$ cat config.mk
export PLATFORM = sky130hd
export DESIGN_NAME = food_eat_controller
export DESIGN_NICKNAME = d
export VERILOG_FILES = /design/src/rtl/snake_pkg.sv /design/src/rtl/box_overlap.sv /design/src/rtl/food_eat_controller.sv
export SDC_FILE = /design/constraint.sdc
export NUM_CORES = 1
export LEC_CHECK = 0
export ABC_AREA = 1
export CAP_MARGIN = 20
export CORE_AREA = 2 2 119 121
export CTS_CLUSTER_DIAMETER = 120
export DETAILED_ROUTE_END_ITERATION = 10
export DIE_AREA = 0 0 121 123
export PLACE_DENSITY = 0.75
export SKIP_CTS_REPAIR_TIMING = 1
export SLEW_MARGIN = 20
export SYNTH_ARGS = -nofsm -noshare
export SYNTH_HDL_FRONTEND = slang
export SYNTH_SLANG_ARGS = --single-unit
$ cat constraint.sdc
create_clock -name clk1 -period 2.33 [get_ports clk1]
set_clock_uncertainty 0.2 [all_clocks]
set_input_delay 0.3495 -clock clk1 [delete_from_list [all_inputs] [get_ports clk1]]
set_output_delay 0.3495 -clock clk1 [all_outputs]
set_load 0.02 [all_outputs]
$ cat src/rtl/snake_pkg.sv
// Shared snake-game constants, food FSM encoding and a BCD score helper.
// The SCORE_BCD_EN macro selects the packed-BCD score format.
package snake_pkg;

  localparam int unsigned CW  = 10;
  localparam int unsigned BLK = 8;

  localparam int unsigned VGA_H_ACTIVE = 640;
  localparam int unsigned VGA_V_ACTIVE = 480;

  typedef enum logic [1:0] {
    StInit    = 2'd0,
    StArmed   = 2'd1,
    StRespawn = 2'd2
  } food_state_e;

`ifdef SCORE_BCD_EN
  localparam logic [15:0] SCORE_MAX = 16'h9999;
`else
  localparam logic [15:0] SCORE_MAX = 16'hFFFF;
`endif

  // Ripple a +1 through four packed BCD digits.
  function automatic logic [15:0] bcd_inc(input logic [15:0] v);
    logic [15:0] r;
    logic        carry;
    r     = v;
    carry = 1'b1;
    for (int i = 0; i < 4; i++) begin
      if (carry) begin
        if (v[4*i +: 4] == 4'd9) begin
          r[4*i +: 4] = 4'd0;
        end else begin
          r[4*i +: 4] = v[4*i +: 4] + 4'd1;
          carry       = 1'b0;
        end
      end
    end
    return r;
  endfunction

endpackage

$ cat src/rtl/box_overlap.sv
// Combinational square-vs-square overlap: |dx| < BLK and |dy| < BLK.
// Differences are taken at CW+1 bits so no wrap-around can alias a hit.
module box_overlap
  import snake_pkg::*;
(
  input  logic [CW-1:0] xa,
  input  logic [CW-1:0] ya,
  input  logic [CW-1:0] xb,
  input  logic [CW-1:0] yb,
  output logic          hit
);

  localparam logic [CW:0] BLK_W = (CW + 1)'(BLK);

  logic [CW:0] dx;
  logic [CW:0] dy;

  always_comb begin
    dx  = (xa >= xb) ? ({1'b0, xa} - {1'b0, xb}) : ({1'b0, xb} - {1'b0, xa});
    dy  = (ya >= yb) ? ({1'b0, ya} - {1'b0, yb}) : ({1'b0, yb} - {1'b0, ya});
    hit = (dx < BLK_W) && (dy < BLK_W);
  end

endmodule

$ cat src/rtl/food_eat_controller.sv
// Holds the live food square, detects eats on game ticks and respawns from candidates.
// Define SCORE_BCD_EN for a 4-digit packed BCD score; default is saturating binary.
module food_eat_controller
  import snake_pkg::*;
#(
  parameter int unsigned MAX_TRY    = 15,
  parameter int unsigned RST_X      = 320,
  parameter int unsigned RST_Y      = 240,
  parameter logic [15:0] SCORE_INIT = 16'h0000
) (
  input  logic          clk1,
  input  logic          rst,
  input  logic          tick,
  input  logic [CW-1:0] x_head,
  input  logic [CW-1:0] y_head,
  input  logic [CW-1:0] x_cand,
  input  logic [CW-1:0] y_cand,
  output logic [CW-1:0] x_food,
  output logic [CW-1:0] y_food,
  output logic          food_valid,
  output logic          grow,
  output logic [15:0]   score,
  output logic          busy
);

  localparam int unsigned TW = (MAX_TRY > 0) ? $clog2(MAX_TRY + 1) : 1;

  food_state_e   state_q, state_d;
  logic [TW-1:0] try_q, try_d;
  logic [CW-1:0] x_food_q, x_food_d;
  logic [CW-1:0] y_food_q, y_food_d;
  logic          valid_q, valid_d;
  logic          grow_q, grow_d;
  logic          busy_q, busy_d;
  logic [15:0]   score_q, score_d;
  logic [15:0]   score_inc;

  logic hit_food;
  logic hit_cand;
  logic cand_new;

  box_overlap u_head_food (
    .xa  (x_head),
    .ya  (y_head),
    .xb  (x_food_q),
    .yb  (y_food_q),
    .hit (hit_food)
  );

  box_overlap u_head_cand (
    .xa  (x_head),
    .ya  (y_head),
    .xb  (x_cand),
    .yb  (y_cand),
    .hit (hit_cand)
  );

  assign cand_new = (x_cand != x_food_q) || (y_cand != y_food_q);

  always_comb begin
`ifdef SCORE_BCD_EN
    score_inc = (score_q == SCORE_MAX) ? score_q : bcd_inc(score_q);
`else
    score_inc = (score_q == SCORE_MAX) ? score_q : score_q + 16'd1;
`endif
  end

  always_comb begin
    state_d  = state_q;
    try_d    = try_q;
    x_food_d = x_food_q;
    y_food_d = y_food_q;
    valid_d  = valid_q;
    grow_d   = 1'b0;
    busy_d   = busy_q;
    score_d  = score_q;
    case (state_q)
      StInit: begin
        state_d = StRespawn;
        busy_d  = 1'b1;
        valid_d = 1'b0;
      end
      StArmed: begin
        valid_d = 1'b1;
        busy_d  = 1'b0;
        if (tick && hit_food) begin
          grow_d  = 1'b1;
          score_d = score_inc;
          valid_d = 1'b0;
          busy_d  = 1'b1;
          state_d = StRespawn;
        end
      end
      StRespawn: begin
        busy_d  = 1'b1;
        valid_d = 1'b0;
        // Retry budget exhausted: take whatever the generator offers.
        if ((!hit_cand && cand_new) || (try_q == TW'(MAX_TRY))) begin
          x_food_d = x_cand;
          y_food_d = y_cand;
          try_d    = '0;
          valid_d  = 1'b1;
          busy_d   = 1'b0;
          state_d  = StArmed;
        end else begin
          try_d = try_q + TW'(1);
        end
      end
      default: begin
        state_d = StInit;
        valid_d = 1'b0;
        busy_d  = 1'b0;
        try_d   = '0;
      end
    endcase
  end

  always_ff @(posedge clk1) begin
    if (rst) begin
      state_q  <= StInit;
      try_q    <= '0;
      x_food_q <= CW'(RST_X);
      y_food_q <= CW'(RST_Y);
      valid_q  <= 1'b0;
      grow_q   <= 1'b0;
      busy_q   <= 1'b0;
      score_q  <= SCORE_INIT;
    end else begin
      state_q  <= state_d;
      try_q    <= try_d;
      x_food_q <= x_food_d;
      y_food_q <= y_food_d;
      valid_q  <= valid_d;
      grow_q   <= grow_d;
      busy_q   <= busy_d;
      score_q  <= score_d;
    end
  end

  assign x_food     = x_food_q;
  assign y_food     = y_food_q;
  assign food_valid = valid_q;
  assign grow       = grow_q;
  assign busy       = busy_q;
  assign score      = score_q;

endmodule
Yosys cells after proc, flatten, opt, wreduce, memory -nomap -nowiden
Cells that the tools add are included.
{"block": "word_totals", "regBits": 45, "input_bits": 43}
{"block": "op_classes", "reduce_logical": 13, "eq_ne": 8, "order_cmp": 8, "addsub": 10, "bitwise_logic": 2, "muxes": 15}
{"op": "$sub 10x10->11", "count": 8}
{"op": "$lt 11x4->1 const B", "count": 4}
{"op": "$mux 11", "count": 4}
{"op": "$ge 10x10->1", "count": 4}
{"op": "$ne 10x10->1", "count": 2}
{"op": "$add 16x1->16 const B", "count": 1}
{"op": "$eq 16x16->1 const B", "count": 1}
{"op": "$pmux 4 s2", "count": 1}
{"op": "$pmux 2 s3", "count": 1}
{"op": "$add 4x1->4 const B", "count": 1}
{"op": "$eq 4x4->1 const B", "count": 1}
{"op": "$logic_and 1x1->1", "count": 4}
{"op": "$mux 1", "count": 4}
{"op": "$mux 2", "count": 2}
{"op": "$mux 4", "count": 1}
{"op": "$ne 2x2->1 const B", "count": 2}
{"op": "$reduce_and 2->1", "count": 2}
{"op": "$reduce_or 2->1", "count": 2}
{"op": "$pmux 1 s3", "count": 1}
{"op": "$reduce_and 3->1", "count": 1}
{"op": "$eq 2x1->1 const B", "count": 1}
{"op": "$eq 2x2->1 const B", "count": 1}
{"op": "$logic_not 2->1", "count": 1}
{"op": "$logic_or 1x1->1", "count": 2}
{"op": "3 further kinds", "count": 4}

Depth between registers and ports, before layout
Gate-level depths: netlist of the first run.
{"block": "logic_depth", "ltp_word": 9, "depth_mapped": 23}

Modules after synthesis
A second synthesis of the first run with hierarchy kept.
{"block": "hier_totals", "hier_cells": 1195, "hier_area_um2": 6715.2}
{"mod": "box_overlap", "area_per_inst_um2": 2175.8, "cells_each": 428, "seq_area_each_um2": 0.0, "n_inst": 2}
{"mod": "food_eat_controller", "area_per_inst_um2": 2363.5, "cells_each": 339, "seq_area_each_um2": 900.9, "n_inst": 1}

Least setup slack after synthesis of the first run
OpenSTA, ideal clock, no wires.
{"block": "synth_timing", "path_type": "flip-flop to flip-flop", "startpoint": "register x_food_q[8], in the netlist x_food[8]", "endpoint": "register score_q[13], in the netlist score[13]", "period_less_slack_ps": 2565, "setup_ps": 128, "path_stages_with_launch": 16, "arrival_ps": 2236, "setup_slack_ps": -235, "path_cell_list": "dfxtp_1 -> ha_1 -> buf_2 -> a21oi_1 -> o21bai_1 -> nor2_1 -> nand2_4 -> nor2_1 -> nand3_1 -> nand2_1 -> nand2_2 -> nor2_4 -> nand4_4 -> buf_6 -> nand2_1 -> a21oi_1"}
{"block": "synth_between", "elab_chain_cells": 6, "word_cells_on_any_way": 8, "cone_classes": "add/sub (2); order compare (2); mux (1); reduce/logical (3)"}
{"item": "start, declared", "line": "food_eat_controller.sv:30", "text": "logic [CW-1:0] x_food_q, x_food_d;"}
{"item": "start signal, assigned", "line": "food_eat_controller.sv:122", "text": "x_food_q <= CW'(RST_X);"}
{"item": "start signal, assigned", "line": "food_eat_controller.sv:131", "text": "x_food_q <= x_food_d;"}
{"item": "$sub 10x10->11 or $ge 10x10->1 (tied branches)", "line": "box_overlap.sv:19", "text": "dx = (xa >= xb) ? ({1'b0, xa} - {1'b0, xb}) : ({1'b0, xb} - {1'b0, xa});"}
{"item": "$mux 11 (*)", "line": "box_overlap.sv:19"}
{"item": "$lt 11x4->1 (*)", "line": "box_overlap.sv:21", "text": "hit = (dx < BLK_W) && (dy < BLK_W);"}
{"item": "$logic_and 1x1->1 (*)", "line": "box_overlap.sv:21"}
{"item": "$logic_and 1x1->1 (*)", "line": "food_eat_controller.sv:86", "text": "if (tick && hit_food) begin"}
{"item": "$reduce_and 3->1 (no source line) (*)"}
{"item": "end signal, assigned", "line": "food_eat_controller.sv:136", "text": "score_q <= score_d;"}
{"item": "end, declared", "line": "food_eat_controller.sv:35", "text": "logic [15:0] score_q, score_d;"}
Every way passes the cells marked *; elsewhere a longest branch is shown, timed or not.
A chain may end at the register's enable or synchronous reset.

Final worst setup path of the first run
{"block": "layout_timing", "startpoint": "register x_food_q[8], in the netlist x_food[8]", "endpoint": "register score_q[2], in the netlist score[2]"}
The elaborated chain is that of the path after synthesis.

==> results.yml, run 1 <==
status:
  outcome: "complete, but fails checks"
  violations: "negative setup slack"
power:
  vdd_ir_drop_max_uv: 508.9
  seq_power_share: 0.150
  p_clk_frac: 0.097
  p_int_w: 0.003964
  swShare: 0.4862
  total_power_w: 0.007714
  power_density_nw_per_um2: 718.6
  switchingPower_w: 0.003751
  p_leak_nw: 5.276
  p_comb_frac: 0.753
sta:
  grt_setup_unrepaired: "yes"
  fin_crit_sh: 1.188
  layout_setup_ws_ps: -438.0
  timing.fmax_mhz: 361.3
  tightestPinTransition_ps: 475.6
  min_period_ps: 2768
  setup_tns_ps: -10830
  drv_slew: 0
  setup_viol: 45
  hold_viol: 0
  timing.hold.ws_ps: 229.6
  slew_headroom: 0.6829
detailed_routing:
  avgViaCountPerCell: 5.449
  num_vias: 8560
  wire_per_inst_um: 16.25
  drtIter0Drc: 769
  drtPass1Iterations: 5
  drcViolationCount: 0
  antenna_left: 0
  wl_um: 25530
logic_synthesis:
  synth_warnings: 0
  synth_top_flop_cell: "dfxtp_1"
  synth.most_common_cell: "nand2_1"
  synth_area_sq_um: 6630
  synthAdderAreaFrac: 0.1623
  syn_avg_cell_area_sq_um: 5.914
  async_reset_ff_frac: 0
  syn-instance-count: 1121
  ys_seq_area_frac: 0.1359
  synth_top_area_frac: 0.1998
  synth-edff-count: 0
  post_synth_xor_area_fraction: 0.04491
  synth_top_area_cell: "nand2_1"
  synth_compound_area_frac: 0.1078
  yosys-top-cells-area: "nand2_1, ha_1, dfxtp_1"
  ys_ff_latch: 45
  synth.distinct_cells: 45
  synth_common_cells: "nand2_1, inv_1, nor2_1"
  synth_top_family_by_area: "simple AND/OR/NAND/NOR gates"
  synth_mux_area_frac: 0
  synth_nets: 1250
  synthSimpleGateAreaFrac: 0.4193
floorplanning:
  core_sq_um: 13610
  initial_core_util: 0.4871
  ios: 82
  chipHeight_um: 123
  die-area_sq_um: 14880
  die_x_um: 121
  rows: 43
grt:
  grt.overflow.total: 0
  grt_max_degree: 25
  grt_first_pass_wirelength_um: 33700
  grt_pass1_vias: 7440
  grt_antenna_before_repair: 0
  grt_usage: 0.2762
critical_path:
  critPathLaunchType: "flop"
  critical_path.top_delay_family: "simple AND/OR/NAND/NOR gates"
  critical_path.max_stage_delay_ps: 380
  ff2ff_path_depth: 16
  r2r_slack_ps: -440
  rr_startpoint: "x_food[8]$_SDFFE_PP1P_"
  reg2reg_to: "score[2]$_SDFFE_PP0P_"
  crit_path_top_delay_cell: "dfxtp_2"
  critPathCaptureType: "flop"
  arrival_ps: 2790
  critical_path_buf_inv_count: 5
  crit_required_ps: 2360
  crit_path_max_fanout: 4
  worstPathCellList: "buf_4, inv_1, ha_1, a21oi_2, o21bai_1, nor2_2, nand2_4, buf_4, nand2_1, nand4_1, nor2_4, nand2_4, inv_6, clkbuf_16, nand4_1, a21oi_1"
  critPathKind: "flop to flop"
placed_design:
  post-place-ws_ps: -974.3
  dp_hpwl_um: 17040
  gp_congestion: 0.9418
  io_buffers: 81
clock_network:
  clock_latency_ps: 290
  clkSlewWorstSetupHoldPaths_ps: 70
  cts_tree: "done"
  numCtsBuffers: 5
  htree_levels: 2
  cts_sinks: 45
  clk_path_buf_depth: 2
  cts-root-buf: "clkbuf_16"
cells_and_area:
  area_growth_pct: 61.92
  fin_nets: 1519
  n_antenna_cell: 0
  layout-drive-gt1-share: 0.4227
  post-route-util: 0.7887
job:
  cap_violations: 0
worst_hold_path:
  hold_path.class: "primary input to flop"
  min_from: "x_cand[3]"
  min_to: "x_food[3]$_SDFFE_PP0P_"
  hold_depth: 4
worst max path at each step:
| stage | cells after the start | slack, ps | end | startpoint |
|---|---|---|---|---|
| global placement | 16 | -950 | score[0]$_SDFFE_PP0P_ | y_head[6] |
| global route | 17 | -510 | score[2]$_SDFFE_PP0P_ | y_food[7]$_SDFFE_PP1P_ |
| floorplan | 16 | -90 | x_food[1]$_SDFFE_PP0P_ | x_head[3] |
| finish | 16 | -440 | score[2]$_SDFFE_PP0P_ | x_food[8]$_SDFFE_PP1P_ |
| detailed placement | 17 | -970 | try_q[0]$_SDFFE_PP0N_ | x_head[7] |
| CTS | 17 | -700 | try_q[2]$_SDFFE_PP0N_ | x_head[7] |
per-layer routing:
layer	part of all wire	GRT usage
met1	0.39	0.3399
met2	0.52	0.5025
met3	0.054	0.03137
met4	0.039	0.08648
met5	0	0
metrics by stage:
| step | instance area (sq um) | std cells |
|---|---|---|
| 2_1_floorplan | 6867 | 1121 |
| 3_3_place_gp | 9056 | 1535 |
| 3_5_place_dp | 9056 | 1535 |
| 4_1_cts | 9203 | 1543 |
| 5_1_grt | 10740 | 1571 |
| 6_report | 10740 | 1571 |
registers in the layout, indices dropped and copies added, names as in the netlist:
signal,count
busy,1
food_valid,1
grow,1
score,16
state_q,2
try_q,4
x_food,10
y_food,10
cells in the final DEF (no fill, tap or decap), types with 5 or more instances in the layout:
master,Yosys,routed
a21oi_1,64,37
a21oi_2,1,22
a21oi_4,0,6
buf_12,0,5
buf_4,3,181
buf_6,6,19
clkbuf_16,0,7
clkbuf_2,0,18
clkdlybuf4s50_1,0,41
dfxtp_1,45,26
dfxtp_2,0,8
dfxtp_4,0,11
dlymetal6s2s_1,0,8
ha_1,86,34
ha_2,0,12
ha_4,0,40
inv_1,180,128
inv_2,3,43
inv_4,2,11
nand2_1,353,270
nand2_2,11,76
nand2_4,4,22
nand3_1,76,63
nand3_2,5,16
nand4_1,43,43
nor2_1,97,71
nor2_2,16,18
nor2_4,4,28
o211ai_1,8,8
o21ai_0,24,9
o21ai_1,6,6
o21ai_2,2,14
o21bai_1,12,9
xnor2_1,13,13
xor2_1,21,20
final cells by class:
type                       count  area, sq um
multi-input combinational    873         6290
fill                         877         2877
timing repair buffer         278         2354
sequential                    45        952.2
inverter                     186        752.0
tap                          180        225.2
clock buffer                   5        125.1
clock inverter                 3        21.27
timing repair inverter         1        16.27
tightest hold or removal path, delay by kind of cell:
family          cells  cell delay, ps
compound gates      1              60
simple gates        1              80
buf+inv             2             210
kinds of logic (layout without fill, tap and decap cells):
group,count (synthesis),in the layout
buffers and inverters,205,473
XOR/XNOR,34,34
AND/OR/NAND/NOR,625,627
flip-flops,45,45
adder cells (fa/ha/maj),86,86
AO/OA/AOI/OAI,126,126
power by group through the flow:
stage	Sequential (W)	Clock, W	Combinational (W)
after floorplan	0.00126	0	0.00255
final	0.00115	0.000750	0.00581
after global placement	0.00110	0	0.00433
after CTS	0.00109	0.000736	0.00444
after detailed placement	0.00110	0	0.00440
after global routing	0.00117	0.000775	0.00622
(Power assumes the default switching activity.)
==> inputs of run 2 (changes only) <==
--- a/config.mk
+++ b/config.mk
@@ -11,7 +11,7 @@
 export CTS_CLUSTER_DIAMETER = 120
 export DETAILED_ROUTE_END_ITERATION = 10
 export DIE_AREA = 0 0 121 123
-export PLACE_DENSITY = 0.75
+export PLACE_DENSITY = 0.74
 export SKIP_CTS_REPAIR_TIMING = 1
 export SLEW_MARGIN = 20
 export SYNTH_ARGS = -nofsm -noshare
==> results.yml, run 2 (same netlist as run 1, synthesis figures left out) <==
status:
  outcome: "complete, but fails checks"
  violations: "negative setup slack"
critical_path:
  critPathCaptureType: "flop"
  crit_path_max_fanout: 8
  critPathLaunchType: "flop"
  rr_startpoint: "x_food[2]$_SDFFE_PP0P_"
  critical_path_buf_inv_count: 1
  arrival_ps: 2640
  crit_path_top_delay_cell: "dfxtp_4"
  critical_path.top_delay_family: "simple AND/OR/NAND/NOR gates"
  reg2reg_to: "score[8]$_SDFFE_PP0P_"
  r2r_slack_ps: -340
  worstPathCellList: "ha_4, a21oi_2, o21ai_2, nand2_1, nand2_1, nand2_1, nand3_1, nor2_1, nand3_1, nand2_1, nand2_2, nor2_4, buf_6, nand4_4, nand2_1, a21oi_1"
  cp_common_cell: "nand2_1"
  cp_num_cells: 16
  crit_required_ps: 2300
  critical_path.max_stage_delay_ps: 360
  critPathKind: "flop to flop"
  ff2ff_path_depth: 16
clock_network:
  htree_levels: 2
  clk_path_buf_depth: 2
  clkSlewWorstSetupHoldPaths_ps: 70
  cts-root-buf: "clkbuf_16"
  cts_tree: "done"
  numCtsBuffers: 5
  clock_latency_ps: 290
  cts_sinks: 45
grt:
  grt_first_pass_wirelength_um: 32880
  grt_max_degree: 25
  grt_pass1_vias: 7416
  grt_antenna_before_repair: 0
  grt_usage: 0.2708
  grt.overflow.total: 0
cells_and_area:
  final.fill_count: 958
  layout-drive-gt1-share: 0.4030
  n_antenna_cell: 0
  final_common_cell: "nand2_1"
  fin_nets: 1510
  final_cell_mix: "nand2_1, buf_4, inv_1"
  area_growth_pct: 57.37
  largest_reg_flops: 16
  layout.cells.non_filler: 1562
sta:
  hold_viol: 0
  drv_slew: 0
  min_period_ps: 2669
  timing.fmax_mhz: 374.7
  slew_headroom: 0.5340
  grt_setup_unrepaired: "yes"
  tightestPinTransition_ps: 699.0
  fin_crit_sh: 1.145
  setup_viol: 44
  layout_setup_ws_ps: -338.7
power:
  p_clk_frac: 0.096
  p_comb_frac: 0.747
  total_power_w: 0.007341
  swShare: 0.4827
  seq_power_share: 0.157
  vdd_ir_drop_max_uv: 527.6
  switchingPower_w: 0.003543
  p_leak_nw: 5.175
  power_density_nw_per_um2: 703.6
  p_int_w: 0.003798
worst_hold_path:
  min_from: "y_cand[3]"
  min_to: "y_food[3]$_SDFFE_PP0P_"
  hold_path.class: "primary input to flop"
  hold_depth: 4
detailed_routing:
  wl_um: 24460
  antenna_left: 0
  drtIter0Drc: 609
  drcViolationCount: 0
  avgViaCountPerCell: 5.418
  drtPass1Iterations: 6
  num_vias: 8463
  wire_per_inst_um: 15.66
floorplanning:
  die_x_um: 121
  core_sq_um: 13610
  initial_core_util: 0.4871
  chipHeight_um: 123
  ios: 82
  die-area_sq_um: 14880
  rows: 43
placed_design:
  post-place-cells: 1539
  dp_hpwl_um: 17090
  gp_congestion: 0.9631
  io_buffers: 81
  post-place-ws_ps: -987.3
job:
  cap_violations: 0
==> run 2: cell count changes in the layout (fill, tap and decap cells not counted), sizes merged <==
cell / delta
clkinv: +3
clkinvlp: -1
clkbuf: +1
nand2: +1
buf: -11
inv: -2
==> run 2: worst max path at each step <==
stage,startpoint,endpoint,slack (ps)
after floorplan,x_head[3],x_food[1]$_SDFFE_PP0P_,-90
after global placement,x_head[7],y_food[1]$_SDFFE_PP0P_,-940
after detailed placement,x_head[7],x_food[7]$_SDFFE_PP0P_,-990
after CTS,x_head[7],state_q[0]$_SDFFE_PP0P_,-720
after global routing,x_food[2]$_SDFFE_PP0P_,score[6]$_SDFFE_PP0P_,-440
final,x_food[2]$_SDFFE_PP0P_,score[8]$_SDFFE_PP0P_,-340
==> run 2: power groups by stage <==
| stage | Clock [W] | Sequential, W | Combinational [W] |
|---|---|---|---|
| after CTS | 0.000700 | 0.00109 | 0.00440 |
| after detailed placement | 0 | 0.00110 | 0.00438 |
| final | 0.000706 | 0.00115 | 0.00548 |
| after floorplan | 0 | 0.00126 | 0.00255 |
| after global routing | 0.000735 | 0.00117 | 0.00589 |
| after global placement | 0 | 0.00110 | 0.00432 |
==> run 2: worst register-to-register path, delay by kind of cell, from the launching register on <==
kind | cells | cell delay [ps]
AOI/OAI and AO/OA | 3 | 390
DFF | 1 | 360
adders and majority gates | 1 | 280
and+or+nand+nor | 11 | 1180
buffers and inverters | 1 | 130
==> run 2: area by class of cell <==
type,count,area [sq um],share of cell area
clock inverter,2,10.01,0.0009593
inverter,186,755.7,0.07243
timing repair buffer,267,2158,0.2069
tap,180,225.2,0.02159
timing repair inverter,2,20.02,0.001919
clock buffer,6,128.9,0.01235
sequential,45,947.2,0.09078
multi-input combinational,874,6188,0.5931
==> run 2: per-stage QoR <==
| step | TNS (ps) | utilization | instance area [sq um] | hold slack [ps] |
|---|---|---|---|---|
| 3_3_place_gp | -40680 | 0.6648 | 9049 | 282.0 |
| 3_5_place_dp | -42990 | 0.6648 | 9049 | 293.6 |
| 4_1_cts | -30080 | 0.6750 | 9188 | 302.6 |
| 2_1_floorplan | -2340 | - | 6867 | 262.2 |
| 5_1_grt | -14080 | 0.7665 | 10430 | 333.9 |
| 6_report | -8498 | 0.7665 | 10430 | 299.4 |
==> run 2: layer usage <==
layer | track usage | wire length, um | vias up
met1 | 0.3391 | 9587 | 3891
met2 | 0.4989 | 12480 | 394
met3 | 0.02906 | 1569 | 81
met5 | 0 | 0 | -
met4 | 0.05959 | 818 | 0
li1 | - | - | 4097
